[src/rtl/icache_refill_server_pkg.sv]
// Shared cache geometry for the ICache refill path: block length and width.
package icache_refill_server_pkg;

  localparam int BLK_LEN  = 4;
  localparam int BLK_SIZE = BLK_LEN * 32;

  typedef logic [1:0] word_t;

endpackage

[src/rtl/icache_refill_server_if.sv]
// ICache refill bus plus backing-RAM read port; slave is the refill server.
interface icache_refill_server_if #(
  parameter int ADDR_W = 13
);
  import icache_refill_server_pkg::*;

  logic [3:0]          mem_ren;
  logic [31:0]         mem_raddr;
  logic                mem_rrdy;
  logic                mem_rvalid;
  logic [BLK_SIZE-1:0] mem_rdata;
  logic                ram_en;
  logic [ADDR_W-1:0]   ram_addr;
  logic [31:0]         ram_rdata;

  modport slave (
    input  mem_ren, mem_raddr, ram_rdata,
    output mem_rrdy, mem_rvalid, mem_rdata, ram_en, ram_addr
  );

  modport master (
    output mem_ren, mem_raddr, ram_rdata,
    input  mem_rrdy, mem_rvalid, mem_rdata, ram_en, ram_addr
  );

endinterface

[src/rtl/icache_refill_server.sv]
// Fetches one 4-word block from RAM per request, words 0..3 in order; 4*(RD_LAT+1) cycles
// accept-to-valid. Accepts only in IDLE (mem_rrdy); requests while busy are dropped, not queued.
module icache_refill_server
  import icache_refill_server_pkg::*;
#(
  parameter int RD_LAT = 1,
  parameter int ADDR_W = 13
) (
  input  logic                  cpu_clk,
  input  logic                  cpu_rst,
  icache_refill_server_if.slave io_bus
);

  typedef enum logic [1:0] {
    S_IDLE  = 2'd0,
    S_ISSUE = 2'd1,
    S_WAIT  = 2'd2,
    S_RESP  = 2'd3
  } state_t;

  localparam logic [2:0] LAT_LAST  = 3'(RD_LAT - 1);
  localparam word_t      LAST_WORD = 2'(BLK_LEN - 1);

  state_t              r_state;
  word_t               r_word;
  logic [2:0]          r_lat;
  logic [ADDR_W-3:0]   r_base;
  logic                r_rrdy;
  logic                r_rvalid;
  logic                r_ram_en;
  logic [ADDR_W-1:0]   r_ram_addr;
  logic [BLK_SIZE-1:0] r_rdata;

  logic                w_accept;
  logic [ADDR_W-3:0]   w_req_base;
  logic                w_unused_raddr;

  assign w_accept       = r_rrdy & (|io_bus.mem_ren);
  assign w_req_base     = io_bus.mem_raddr[ADDR_W+1:4];
  assign w_unused_raddr = ^{io_bus.mem_raddr[31:ADDR_W+2], io_bus.mem_raddr[3:0]};

  // Outputs are registered from the next state, so they line up with r_state.
  always_ff @(posedge cpu_clk or posedge cpu_rst) begin
    if (cpu_rst) begin
      r_state    <= S_IDLE;
      r_word     <= '0;
      r_lat      <= '0;
      r_base     <= '0;
      r_rrdy     <= 1'b1;
      r_rvalid   <= 1'b0;
      r_ram_en   <= 1'b0;
      r_ram_addr <= '0;
      r_rdata    <= '0;
    end else begin
      r_rrdy   <= 1'b0;
      r_rvalid <= 1'b0;
      r_ram_en <= 1'b0;
      case (r_state)
        S_IDLE: begin
          r_rrdy <= 1'b1;
          if (w_accept) begin
            r_state    <= S_ISSUE;
            r_rrdy     <= 1'b0;
            r_base     <= w_req_base;
            r_word     <= '0;
            r_ram_en   <= 1'b1;
            r_ram_addr <= {w_req_base, 2'b00};
          end
        end
        S_ISSUE: begin
          r_state <= S_WAIT;
          r_lat   <= '0;
        end
        S_WAIT: begin
          r_lat <= r_lat + 3'd1;
          if (r_lat == LAT_LAST) begin
            r_rdata[{r_word, 5'd0} +: 32] <= io_bus.ram_rdata;
            r_word <= r_word + 2'd1;
            if (r_word == LAST_WORD) begin
              r_state  <= S_RESP;
              r_rvalid <= 1'b1;
            end else begin
              // Lane index is appended to the base, so the block never carries upward.
              r_state    <= S_ISSUE;
              r_ram_en   <= 1'b1;
              r_ram_addr <= {r_base, r_word + 2'd1};
            end
          end
        end
        S_RESP: begin
          r_state <= S_IDLE;
          r_rrdy  <= 1'b1;
        end
        default: begin
          r_state <= S_IDLE;
          r_rrdy  <= 1'b1;
        end
      endcase
    end
  end

  assign io_bus.mem_rrdy   = r_rrdy;
  assign io_bus.mem_rvalid = r_rvalid;
  assign io_bus.mem_rdata  = r_rdata;
  assign io_bus.ram_en     = r_ram_en;
  assign io_bus.ram_addr   = r_ram_addr;

endmodule

[src/flat_wrapper.sv]
// flat-port wrapper written by rule: the top's interface ports become plain ports
module icache_refill_server_flat import icache_refill_server_pkg::*;
#(
  parameter int RD_LAT = 1,
  parameter int ADDR_W = 13
)
  (cpu_clk, cpu_rst, io_bus_mem_ren, io_bus_mem_raddr, io_bus_ram_rdata, io_bus_mem_rrdy, io_bus_mem_rvalid, io_bus_mem_rdata, io_bus_ram_en, io_bus_ram_addr);
  icache_refill_server_if #(.ADDR_W(ADDR_W)) io_bus_i ();
  input  logic cpu_clk;
  input  logic cpu_rst;
  input wire logic [$bits(io_bus_i.mem_ren)-1:0] io_bus_mem_ren;
  input wire logic [$bits(io_bus_i.mem_raddr)-1:0] io_bus_mem_raddr;
  input wire logic [$bits(io_bus_i.ram_rdata)-1:0] io_bus_ram_rdata;
  output wire logic [$bits(io_bus_i.mem_rrdy)-1:0] io_bus_mem_rrdy;
  output wire logic [$bits(io_bus_i.mem_rvalid)-1:0] io_bus_mem_rvalid;
  output wire logic [$bits(io_bus_i.mem_rdata)-1:0] io_bus_mem_rdata;
  output wire logic [$bits(io_bus_i.ram_en)-1:0] io_bus_ram_en;
  output wire logic [$bits(io_bus_i.ram_addr)-1:0] io_bus_ram_addr;
  assign io_bus_i.mem_ren = io_bus_mem_ren;
  assign io_bus_i.mem_raddr = io_bus_mem_raddr;
  assign io_bus_i.ram_rdata = io_bus_ram_rdata;
  assign io_bus_mem_rrdy = io_bus_i.mem_rrdy;
  assign io_bus_mem_rvalid = io_bus_i.mem_rvalid;
  assign io_bus_mem_rdata = io_bus_i.mem_rdata;
  assign io_bus_ram_en = io_bus_i.ram_en;
  assign io_bus_ram_addr = io_bus_i.ram_addr;
  icache_refill_server #(.RD_LAT(RD_LAT), .ADDR_W(ADDR_W)) u_core (.cpu_clk(cpu_clk), .cpu_rst(cpu_rst), .io_bus(io_bus_i));
endmodule
[config.mk]
export PLATFORM = sky130hd
export DESIGN_NAME = icache_refill_server_flat
export DESIGN_NICKNAME = d
export VERILOG_FILES = /design/src/rtl/icache_refill_server_pkg.sv /design/src/rtl/icache_refill_server_if.sv /design/src/rtl/icache_refill_server.sv /design/src/flat_wrapper.sv
export SDC_FILE = /design/constraint.sdc
export NUM_CORES = 1
export LEC_CHECK = 0
export CAP_MARGIN = 0
export CORE_ASPECT_RATIO = 0.5
export CORE_UTILIZATION = 41
export DETAILED_ROUTE_END_ITERATION = 6
export MAX_ROUTING_LAYER = met4
export PLACE_DENSITY = 0.73
export SETUP_SLACK_MARGIN = 0.3
export SYNTH_ARGS = -nofsm -noshare
export SYNTH_HDL_FRONTEND = slang
export SYNTH_SLANG_ARGS = --single-unit
[constraint.sdc]
create_clock -name cpu_clk -period 8.8 [get_ports cpu_clk]
set_input_delay 1.76 -clock cpu_clk [delete_from_list [all_inputs] [get_ports cpu_clk]]
set_output_delay 1.76 -clock cpu_clk [all_outputs]
set_load 0.02 [all_outputs]
Yosys cells after proc, flatten, opt, wreduce, memory -nomap -nowiden. Cells that the tools add are included.

Flip-flop bits (word level): 162. Output and inout port bits: 144.

Shift operators: 2. Add/sub/neg operators: 3. Reduce and logical (&&, ||, !) cells: 10. Multiplexer cells: 22. Bitwise operators: 1. Equal/unequal tests: 7.

Operators with widths (count): 128-bit bitwise mux (1); 32-bit by 9-bit variable shift with 128-bit output, first input constant (1); 32-bit by 9-bit variable part select with 128-bit output (1); 13-bit two-way mux (3); 13-bit one-hot mux with 2 select lines (1); 2-bit two-way mux (5); 7-bit negator with 9-bit output (1); 2-bit one-hot mux with 4 select lines (1); 1-bit two-way mux (7); 2-bit equality test, second input constant (3); 3-bit one-hot mux with 2 select lines (1); 2-bit AND reduction (3); 2-bit by 1-bit inequality test with 1-bit output, second input constant (2); 1-bit one-hot mux with 2 select lines (2); 2-bit one-hot mux with 2 select lines (1); 4-bit AND reduction (1); 2-bit nonzero test (2); 4-bit OR reduction (1); 3-bit by 1-bit adder with 3-bit output, second input constant (1); 3-bit logical NOT (1); 3-bit AND reduction (1); 2-bit by 1-bit adder with 2-bit output, second input constant (1); 2-bit by 1-bit equality test with 1-bit output, second input constant (1); 2-bit logical NOT (1); other kinds (2) (2).

Depth between registers and ports, before layout. Gate-level depths: netlist of run 1.

Depth in word-level cells: 4. Gate-level depth with buffers: 8. Gate-level depth less buffers: 6.

Worst setup path before layout of run 1. No wires, ideal clock.

Kind: in2reg. From: input io_bus_mem_ren[1]. To: register u_core.r_base[0]. Library setup time: 0.125 ns. Data required time: 8.675 ns. Stages on the path: 4. Path slack: 5.824 ns. Data arrival time: 2.851 ns. Path through: o41ai_2 > or2_2 > buf_4 > mux2_2.

Cells in the longest elaborated chain, start to end: 3.

Ends and longest elaborated chain: start: declaration (RTL line flat_wrapper.sv:11) `input wire logic [$bits(io_bus_i.mem_ren)-1:0] io_bus_mem_ren;`; 4-bit OR reduction (RTL line icache_refill_server.sv:38) `assign w_accept = r_rrdy & (|io_bus.mem_ren);`; 1-bit bitwise AND (RTL line icache_refill_server.sv:38); 2-bit AND reduction (no line); end signal: assignment (RTL line icache_refill_server.sv:64) `r_base <= w_req_base;`; end: declaration (RTL line icache_refill_server.sv:27) `logic [ADDR_W-3:0] r_base;`.

No other way between the ends. A chain may end at the register's enable or synchronous reset.

==> results.json, run 1 <==
{
  "die-area_mm2": 0.0165,
  "syn_inst": 628,
  "cts_tree": "built",
  "fin_skew_ns": 0.0166,
  "leakagePower_nw": 3.93,
  "cp.arrival_ns": 3.73,
  "slowest_stage": "buf_4",
  "drt-total-wl_um": 17500,
  "cp-end-kind": "async pin",
  "combPwrFrac": 0.436,
  "die_w_um": 181,
  "reg2reg_setup_slack_ns": 5.69,
  "fin_crit_sh": 0.377,
  "fin_setup_tns_ns": 0,
  "ys_seq_elements": 162,
  "clk_latency_ns": 0.42,
  "p_int_mw": 2.04,
  "grt_max_degree": 91,
  "yosys_warnings": 0,
  "core_area_mm2": 0.0155,
  "ctsResizeCount": 0,
  "std_cell_rows": 32,
  "gp_congestion": 0.789,
  "rr_endpoint": "u_core.io_bus.mem_rdata[124]",
  "hold_viol": 0,
  "dp_hpwl_um": 11500,
  "regArea_mm2": 0.00406,
  "grt_util_all_layers": 0.227,
  "worstHoldStart": "u_core.io_bus.mem_rdata[63]",
  "synth_async_sr_flop_share": 1.00,
  "yosysSeqAreaShare": 0.621,
  "whs_path_depth": 2,
  "dp_slack_ns": 4.93,
  "cts_made_buffers": 17,
  "synth_edf_count": 0,
  "multi_input_area_mm2": 0.00229,
  "cap_viol_max_count": 0,
  "gr-total-overflow": 0,
  "critPathMaxStageDelay_ns": 0.85,
  "postSynthAreaPerCell_um2": 10.4,
  "crit_type": "in -> async",
  "clock.fmax_mhz": 301,
  "hold_buffers": 0,
  "switching_power_mw": 1.30,
  "peakVddDrop_uv": 181,
  "final_cells": 1025,
  "synthDistinctLibCells": 34,
  "clkPwrFrac": 0.214,
  "ant_nets": 0,
  "path_clk_slew_ns": 0.06,
  "required_ns": 9.21,
  "drt_iter0_markers": 334,
  "layout_setup_ws_ns": 5.48,
  "status": "complete, no violations",
  "postCtsSetupRepairBufs": 0,
  "r2r_cells": 6,
  "port_buffers": 192,
  "synthesis.area_mm2": 0.00653,
  "place_inst": 993,
  "cts_htree_levels": 4,
  "power_density_mw_per_mm2": 362,
  "hold_end": "u_core.io_bus.mem_rdata[63]",
  "ys.flop_type": "dfrtp_1",
  "drive_gt1_frac": 0.0828,
  "remaining_drc_errors": 0,
  "rsz0062_at_grt": "no",
  "swShare": 0.389,
  "dr_total_vias": 5122,
  "fin_crit_ns": 3.32,
  "io_pins": 214,
  "root_buffer": "clkbuf_16",
  "nets": 888,
  "grt_pass1_wl_um": 28300,
  "nFillCells": 1318,
  "synth_fp_nets": 708,
  "hold_class": "reg -> reg",
  "setup_viol": 0,
  "cp_max_fo": 90,
  "relSlewSlack": 0.203,
  "antennaDiodeCount": 0,
  "r2r-start": "u_core.r_lat[0]",
  "avgViaCountPerCell": 5.00,
  "grt_pass1_vias": 5087,
  "initial_core_util": 0.422,
  "worst_pin_slew_ns": 1.19,
  "clkSinkCount": 162,
  "drtPass1Iterations": 5,
  "cp-start-kind": "primary input",
  "wl_per_cell_um": 17.0,
  "die_h_um": 91.3,
  "slew_viol_final": 0,
  "cp_cell_sequence": "clkdlybuf4s50_1 -> inv_6 -> buf_4",
  "antenna_found_initial": 0,
  "power_frac_seq": 0.350,
  "cts_buffer_depth": 2,
  "area_growth_pct": 40.8
}
## routing by layer
metal,global-route usage,part of all wire,vias to the layer above
met3,0.0405,0.042,17
li1,-,-,2470
met2,0.351,0.47,118
met5,-,0,-
met1,0.310,0.47,2517
met4,0.0577,0.013,0
## flip-flops by register name (all words and copies together) (netlist names)
name,count
u_core.r_state,2
u_core.io_bus.mem_rvalid,1
u_core.io_bus.ram_en,1
u_core.io_bus.mem_rrdy,1
u_core.r_lat,3
u_core.io_bus.ram_addr,13
u_core.r_base,11
u_core.io_bus.mem_rdata,128
u_core.r_word,2
## worst max-delay path, delay by kind of cell
family                 cells  cell delay (ns)
buffers and inverters      3             1.92
## cells by family after synthesis
group                      after synthesis  synth area share
buffers and inverters                   50            0.0341
muxes                                   23            0.0375
DFF                                    162             0.621
AOI/OAI and AO/OA                      154             0.141
adders and majority gates               10            0.0191
and+or+nand+nor                        229             0.147
## stage by stage
step	util	hold slack [ns]	area, um^2	power (mW)
CTS	0.594	0.483	9200	3.37
floorplan	-	0.479	6530	1.96
detailed placement	0.557	0.469	8630	2.65
global placement	0.557	0.463	8630	2.61
global route	0.594	0.505	9200	3.54
finish	0.594	0.478	9200	3.33
## final cells by class
class,instances,area share
tap,204,0.0277
inverter,11,0.00503
sequential,162,0.441
clock inverter,13,0.0126
timing repair buffer,200,0.215
multi-input combinational,416,0.249
clock buffer,19,0.0492
## worst max-delay path by stage
stage | start | end | slack [ns] | cells after the start
floorplan | cpu_rst | u_core.io_bus.mem_rdata[0] | 2.67 | 1
global placement | cpu_rst | u_core.io_bus.mem_rdata[106] | 4.96 | 3
detailed placement | cpu_rst | u_core.io_bus.mem_rdata[74] | 4.93 | 3
CTS | cpu_rst | u_core.io_bus.mem_rdata[111] | 5.38 | 3
global route | cpu_rst | u_core.io_bus.mem_rdata[80] | 5.14 | 3
finish | cpu_rst | u_core.io_bus.mem_rdata[81] | 5.48 | 3
## cell usage after synthesis (all sizes together) (2+ instances only)
cell type,number,share of area
nand2,207,0.12
dfrtp,161,0.62
o21ai,113,0.087
a22o,33,0.044
clkbuf,22,0.013
buf,17,0.015
mux2,12,0.021
inv,11,0.0063
mux2i,11,0.017
ha,10,0.019
nand3,6,0.0065
nor2,4,0.0031
nand2b,3,0.0033
a21oi,2,0.0015
nor2b,2,0.0019
nor4,2,0.0065
## placed cells by master (no fill, tap or decap), types with 6 or more instances in the layout
cell,netlist,routed
buf_4,3,8
inv_1,11,10
a22o_1,33,33
clkbuf_16,0,17
o21ai_0,106,106
dfrtp_1,161,161
inv_6,0,6
o21ai_1,7,7
ha_1,10,10
mux2i_1,11,11
nand2_1,207,207
clkdlybuf4s50_1,0,192
mux2_2,12,12
## power groups by stage
stage	sequential, mW	clock (mW)	combinational [mW]
2_1_floorplan	1.45	0	0.512
5_1_grt	1.20	0.757	1.58
4_1_cts	1.17	0.727	1.47
3_3_place_gp	1.17	0	1.44
3_5_place_dp	1.18	0	1.47
6_report	1.17	0.713	1.45
Power figures use the tool's default switching activity.
==> inputs of run 2 (changes only) <==
--- a/config.mk
+++ b/config.mk
@@ -10,7 +10,7 @@
 export CORE_UTILIZATION = 41
 export DETAILED_ROUTE_END_ITERATION = 6
 export MAX_ROUTING_LAYER = met4
-export PLACE_DENSITY = 0.73
+export PLACE_DENSITY = 0.75
 export SETUP_SLACK_MARGIN = 0.3
 export SYNTH_ARGS = -nofsm -noshare
 export SYNTH_HDL_FRONTEND = slang
==> constraint.sdc (replaced) <==
create_clock -name cpu_clk -period 2.9 [get_ports cpu_clk]
set_input_delay 0.58 -clock cpu_clk [delete_from_list [all_inputs] [get_ports cpu_clk]]
set_output_delay 0.58 -clock cpu_clk [all_outputs]
set_load 0.02 [all_outputs]
==> run 2 against run 1 <==
Against the previous run:
- die area stayed put
- setup slack worse by 5.0 ns
- critical path depth is 4 higher
- clock power grew to 3.4 times the previous value
- first-iteration DRC count is 0.60% lower
- hold slack better by 0.0011 ns
- clock skew is 0.0053 ns lower
==> results.json, run 2 (same netlist as run 1, synthesis figures left out) <==
{
  "final_cell_mix": "207 x nand2_1, 192 x clkdlybuf4s50_1, 161 x dfrtp_1",
  "peakVddDrop_uv": 508,
  "grt_util_all_layers": 0.233,
  "crit_type": "reg -> reg",
  "cap_viol_max_count": 0,
  "nFillCells": 1272,
  "path_buf_inv": 2,
  "path_clk_slew_ns": 0.07,
  "reg2reg_setup_slack_ns": 0.51,
  "dp_hpwl_um": 12100,
  "die_h_um": 91.3,
  "die_w_um": 181,
  "io_pins": 214,
  "port_buffers": 192,
  "gp_congestion": 0.806,
  "rsz0062_at_grt": "no",
  "hold_viol": 0,
  "fin_crit_ns": 2.39,
  "relSlewSlack": 0.512,
  "cp_cell_sequence": "inv_1 -> ha_2 -> nand2b_2 -> nor3_4 -> buf_4 -> nand2_1 -> o21ai_0",
  "slew_viol_final": 0,
  "avgViaCountPerCell": 5.01,
  "cp.arrival_ns": 2.71,
  "regArea_mm2": 0.00406,
  "antenna_found_initial": 0,
  "slowest_stage": "dfrtp_1",
  "cp_top_family": "buffers and inverters",
  "clk_latency_ns": 0.41,
  "clock.fmax_mhz": 419,
  "fin_crit_sh": 0.823,
  "setup_viol": 0,
  "grt_pass1_vias": 5196,
  "ant_nets": 0,
  "worst_pin_slew_ns": 0.731,
  "largest_register_ffs": 128,
  "cts_tree": "built",
  "dr_total_vias": 5187,
  "critPathMaxStageDelay_ns": 0.59,
  "drt-total-wl_um": 17800,
  "cp_max_fo": 32,
  "cts_made_buffers": 17,
  "nets": 899,
  "gr-total-overflow": 0,
  "fin_skew_ns": 0.0114,
  "root_buffer": "clkbuf_16",
  "layout_setup_ws_ns": 0.512,
  "dp_slack_ns": 0.427,
  "std_cell_rows": 32,
  "initial_core_util": 0.422,
  "core_area_mm2": 0.0155,
  "postCtsSetupRepairBufs": 0,
  "area_growth_pct": 43.8,
  "layout_commonest_cell": "nand2_1",
  "leakagePower_nw": 4.02,
  "required_ns": 3.22,
  "drt_iter0_markers": 332,
  "antennaDiodeCount": 0,
  "multi_input_area_mm2": 0.00229,
  "cts_buffer_depth": 2,
  "drtPass1Iterations": 4,
  "die-area_mm2": 0.0165,
  "power_density_mw_per_mm2": 1110,
  "cts_htree_levels": 4,
  "status": "complete, no violations",
  "cp-end-kind": "register",
  "hold_buffers": 0,
  "utilization": 0.606,
  "grt_pass1_wl_um": 28700,
  "fin_setup_tns_ns": 0,
  "grt_max_degree": 65,
  "total_power_mw": 10.5,
  "drive_gt1_frac": 0.0962,
  "hold_class": "reg -> reg",
  "remaining_drc_errors": 0,
  "clkSinkCount": 162,
  "cp-start-kind": "register",
  "wl_per_cell_um": 17.2
}
[run 2: repair_timing]
item	CTS	global route
resized for setup	0	1
endpoints found under the setup margin	0	13
endpoints found under the hold margin	0	0
[run 2: final timing paths]
| check | start | endpoint | depth (start not counted) |
|---|---|---|---|
| setup reg to reg | u_core.r_word[0] | u_core.io_bus.mem_rdata[81] | 7 |
| hold / removal | u_core.io_bus.mem_rdata[61] | u_core.io_bus.mem_rdata[61] | 2 |
| min in group asynchronous | cpu_rst | u_core.io_bus.mem_rdata[69] | 2 |
| setup / recovery | u_core.r_word[0] | u_core.io_bus.mem_rdata[81] | 7 |
| max in group asynchronous | cpu_rst | u_core.io_bus.mem_rrdy | 3 |
| hold reg to reg | u_core.io_bus.mem_rdata[61] | u_core.io_bus.mem_rdata[61] | 2 |
[run 2: report_power, final]
group / internal [mW] / switching (mW) / total (mW)
Sequential: 3.09 / 0.475 / 3.56
Combinational: 1.97 / 2.52 / 4.49
Clock: 1.41 / 0.989 / 2.40
[run 2: per-layer routing]
| layer | vias to the layer above | GRT usage | part of all wire |
|---|---|---|---|
| met5 | - | - | 0 |
| met4 | 0 | 0.0805 | 0.016 |
| met3 | 19 | 0.0397 | 0.036 |
| met2 | 122 | 0.369 | 0.49 |
| met1 | 2557 | 0.305 | 0.46 |
| li1 | 2489 | - | - |
[run 2: per-stage QoR]
| stage | instance area, um^2 | hold slack (ns) | cells |
|---|---|---|---|
| floorplan | 6540 | 0.479 | 628 |
| global placement | 8760 | 0.462 | 1004 |
| detailed placement | 8760 | 0.469 | 1004 |
| CTS | 9390 | 0.484 | 1036 |
| global route | 9390 | 0.502 | 1036 |
| finish | 9390 | 0.480 | 1036 |
[run 2: layout make-up]
| class | instances | area share |
|---|---|---|
| clock inverter | 14 | 0.0201 |
| tap | 204 | 0.0272 |
| inverter | 11 | 0.00480 |
| clock buffer | 18 | 0.0468 |
| timing repair buffer | 211 | 0.225 |
| sequential | 162 | 0.432 |
| multi-input combinational | 416 | 0.244 |
[run 2: worst reg2reg max path, cell delays in order, from the launching register on]
cell,delay (ns)
dfrtp_1,0.59
inv_1,0.23
ha_2,0.52
nand2b_2,0.15
nor3_4,0.12
buf_4,0.39
nand2_1,0.11
o21ai_0,0.18
==> inputs of run 3 (changes only) <==
--- a/config.mk
+++ b/config.mk
@@ -10,7 +10,7 @@
 export CORE_UTILIZATION = 41
 export DETAILED_ROUTE_END_ITERATION = 6
 export MAX_ROUTING_LAYER = met4
-export PLACE_DENSITY = 0.75
+export PLACE_DENSITY = 0.73
 export SETUP_SLACK_MARGIN = 0.3
 export SYNTH_ARGS = -nofsm -noshare
 export SYNTH_HDL_FRONTEND = slang
==> constraint.sdc (replaced) <==
create_clock -name cpu_clk -period 2.4 [get_ports cpu_clk]
set_input_delay 0.48 -clock cpu_clk [delete_from_list [all_inputs] [get_ports cpu_clk]]
set_output_delay 0.48 -clock cpu_clk [all_outputs]
set_load 0.02 [all_outputs]
==> run 3 against run 2 <==
Against the previous run:
- count of clock-buffer cells in the layout up 1
- setup slack worse by 0.12 ns
- combinational power up 22%
- final area up 0.52%
- highest routed layer unchanged
==> results.json, run 3 (same netlist as run 1, synthesis figures left out) <==
{
  "status": "complete, no violations",
  "io_pins": 214,
  "fin_crit_ns": 2.01,
  "clk_latency_ns": 0.41,
  "top_layer_used": "met4",
  "rsz0062_at_grt": "no",
  "cts_made_buffers": 17,
  "area_growth_pct": 44.5,
  "layout_commonest_cell": "nand2_1",
  "placed_area_mm2": 0.00880,
  "gr-total-overflow": 0,
  "remaining_drc_errors": 0,
  "cp-start-kind": "register",
  "final_cell_area_mm2": 0.00944,
  "critPathMaxStageDelay_ns": 0.59,
  "gp_congestion": 0.788,
  "utilization": 0.609,
  "final_cell_mix": "207 x nand2_1, 192 x clkdlybuf4s50_1, 161 x dfrtp_1",
  "die_w_um": 181,
  "std_cell_rows": 32,
  "hold_class": "reg -> reg",
  "fin_crit_sh": 0.838,
  "hold_buffers": 0,
  "core_area_mm2": 0.0155,
  "drt-total-wl_um": 17800,
  "leakagePower_nw": 4.05,
  "layout_setup_ws_ns": 0.389,
  "initial_core_util": 0.422,
  "wl_per_cell_um": 17.0,
  "required_ns": 1.92,
  "antennaDiodeCount": 0,
  "largest_register_ffs": 128,
  "drive_gt1_frac": 0.106,
  "wl_met1_um": 8080,
  "slew_viol_final": 0,
  "fin_skew_ns": 0.0130,
  "dr_total_vias": 5284,
  "setup_viol": 0,
  "nets": 910,
  "cts_buffer_depth": 2,
  "grt_pass1_wl_um": 28800,
  "crit_type": "reg -> out",
  "cp_max_fo": 2,
  "die_h_um": 91.3,
  "antenna_found_initial": 0,
  "grt_pass1_vias": 5207,
  "root_buffer": "clkbuf_16",
  "clock.fmax_mhz": 497,
  "cts_htree_levels": 4,
  "cp_cell_sequence": "clkdlybuf4s50_1",
  "relSlewSlack": 0.655,
  "cap_viol_max_count": 0,
  "drtPass1Iterations": 5,
  "grt_max_degree": 99,
  "ant_nets": 0,
  "hold_viol": 0,
  "avgViaCountPerCell": 5.05,
  "total_power_mw": 12.6,
  "cp_top_family": "buffers and inverters",
  "final_cells": 1046,
  "slowest_stage": "clkdlybuf4s50_1",
  "cp.arrival_ns": 1.53,
  "path_buf_inv": 1,
  "wl_met3_um": 692,
  "place_inst": 1012,
  "path_clk_slew_ns": 0.07,
  "dp_slack_ns": 0.180,
  "power_density_mw_per_mm2": 1340,
  "drt_iter0_markers": 445,
  "clkSinkCount": 162,
  "wl_met2_um": 8740,
  "grt_util_all_layers": 0.233,
  "dp_hpwl_um": 12500,
  "port_buffers": 192,
  "worst_pin_slew_ns": 0.518,
  "peakVddDrop_uv": 678,
  "cp-end-kind": "primary output",
  "cts_tree": "built",
  "die-area_mm2": 0.0165
}
==> run 3: per-layer routing <==
metal  global-route usage  up-vias
met2                0.368      135
met4               0.0719        0
met5                    -        -
met3               0.0449       22
li1                     -     2505
met1                0.307     2622
==> run 3: what timing repair did <==
| action | CTS | global route |
|---|---|---|
| buffers inserted | 0 | 3 |
| gates resized for setup | 1 | 1 |
| cloned | 0 | 0 |
| setup endpoints to repair | 1 | 31 |
==> run 3: area by class of cell <==
class | instances | area [um^2]
Sequential cell | 162 | 4060
Clock buffer | 19 | 433
Fill cell | 1270 | 6050
Timing Repair Buffer | 222 | 2170
Multi-Input combinational cell | 416 | 2300
Tap cell | 204 | 255
Clock inverter | 12 | 184
Inverter | 11 | 45.0
==> run 3: final timing paths <==
path | start | to | slack, ns | depth (start not counted)
setup / recovery | u_core.io_bus.mem_rrdy | io_bus_mem_rrdy | 0.39 | 1
hold / removal | u_core.io_bus.mem_rdata[42] | u_core.io_bus.mem_rdata[42] | 0.48 | 2
setup reg to reg | u_core.r_lat[0] | u_core.r_word[1] | 0.42 | 7
hold reg to reg | u_core.io_bus.mem_rdata[42] | u_core.io_bus.mem_rdata[42] | 0.48 | 2
max in group asynchronous | cpu_rst | u_core.io_bus.mem_rdata[110] | 1.39 | 3
min in group asynchronous | cpu_rst | u_core.io_bus.mem_rdata[1] | 0.57 | 3
==> run 3: metrics by stage <==
step	setup TNS [ns]	hold WS [ns]
floorplan	-21.90	0.479
global placement	0	0.462
detailed placement	0	0.470
CTS	0	0.483
global route	0	0.499
finish	0	0.480
==> run 3: power breakdown <==
group	switching (mW)	internal (mW)	total [mW]
Clock	1.10	1.75	2.85
Combinational	3.06	2.43	5.49
Sequential	0.540	3.73	4.27
Total	4.70	7.91	12.6
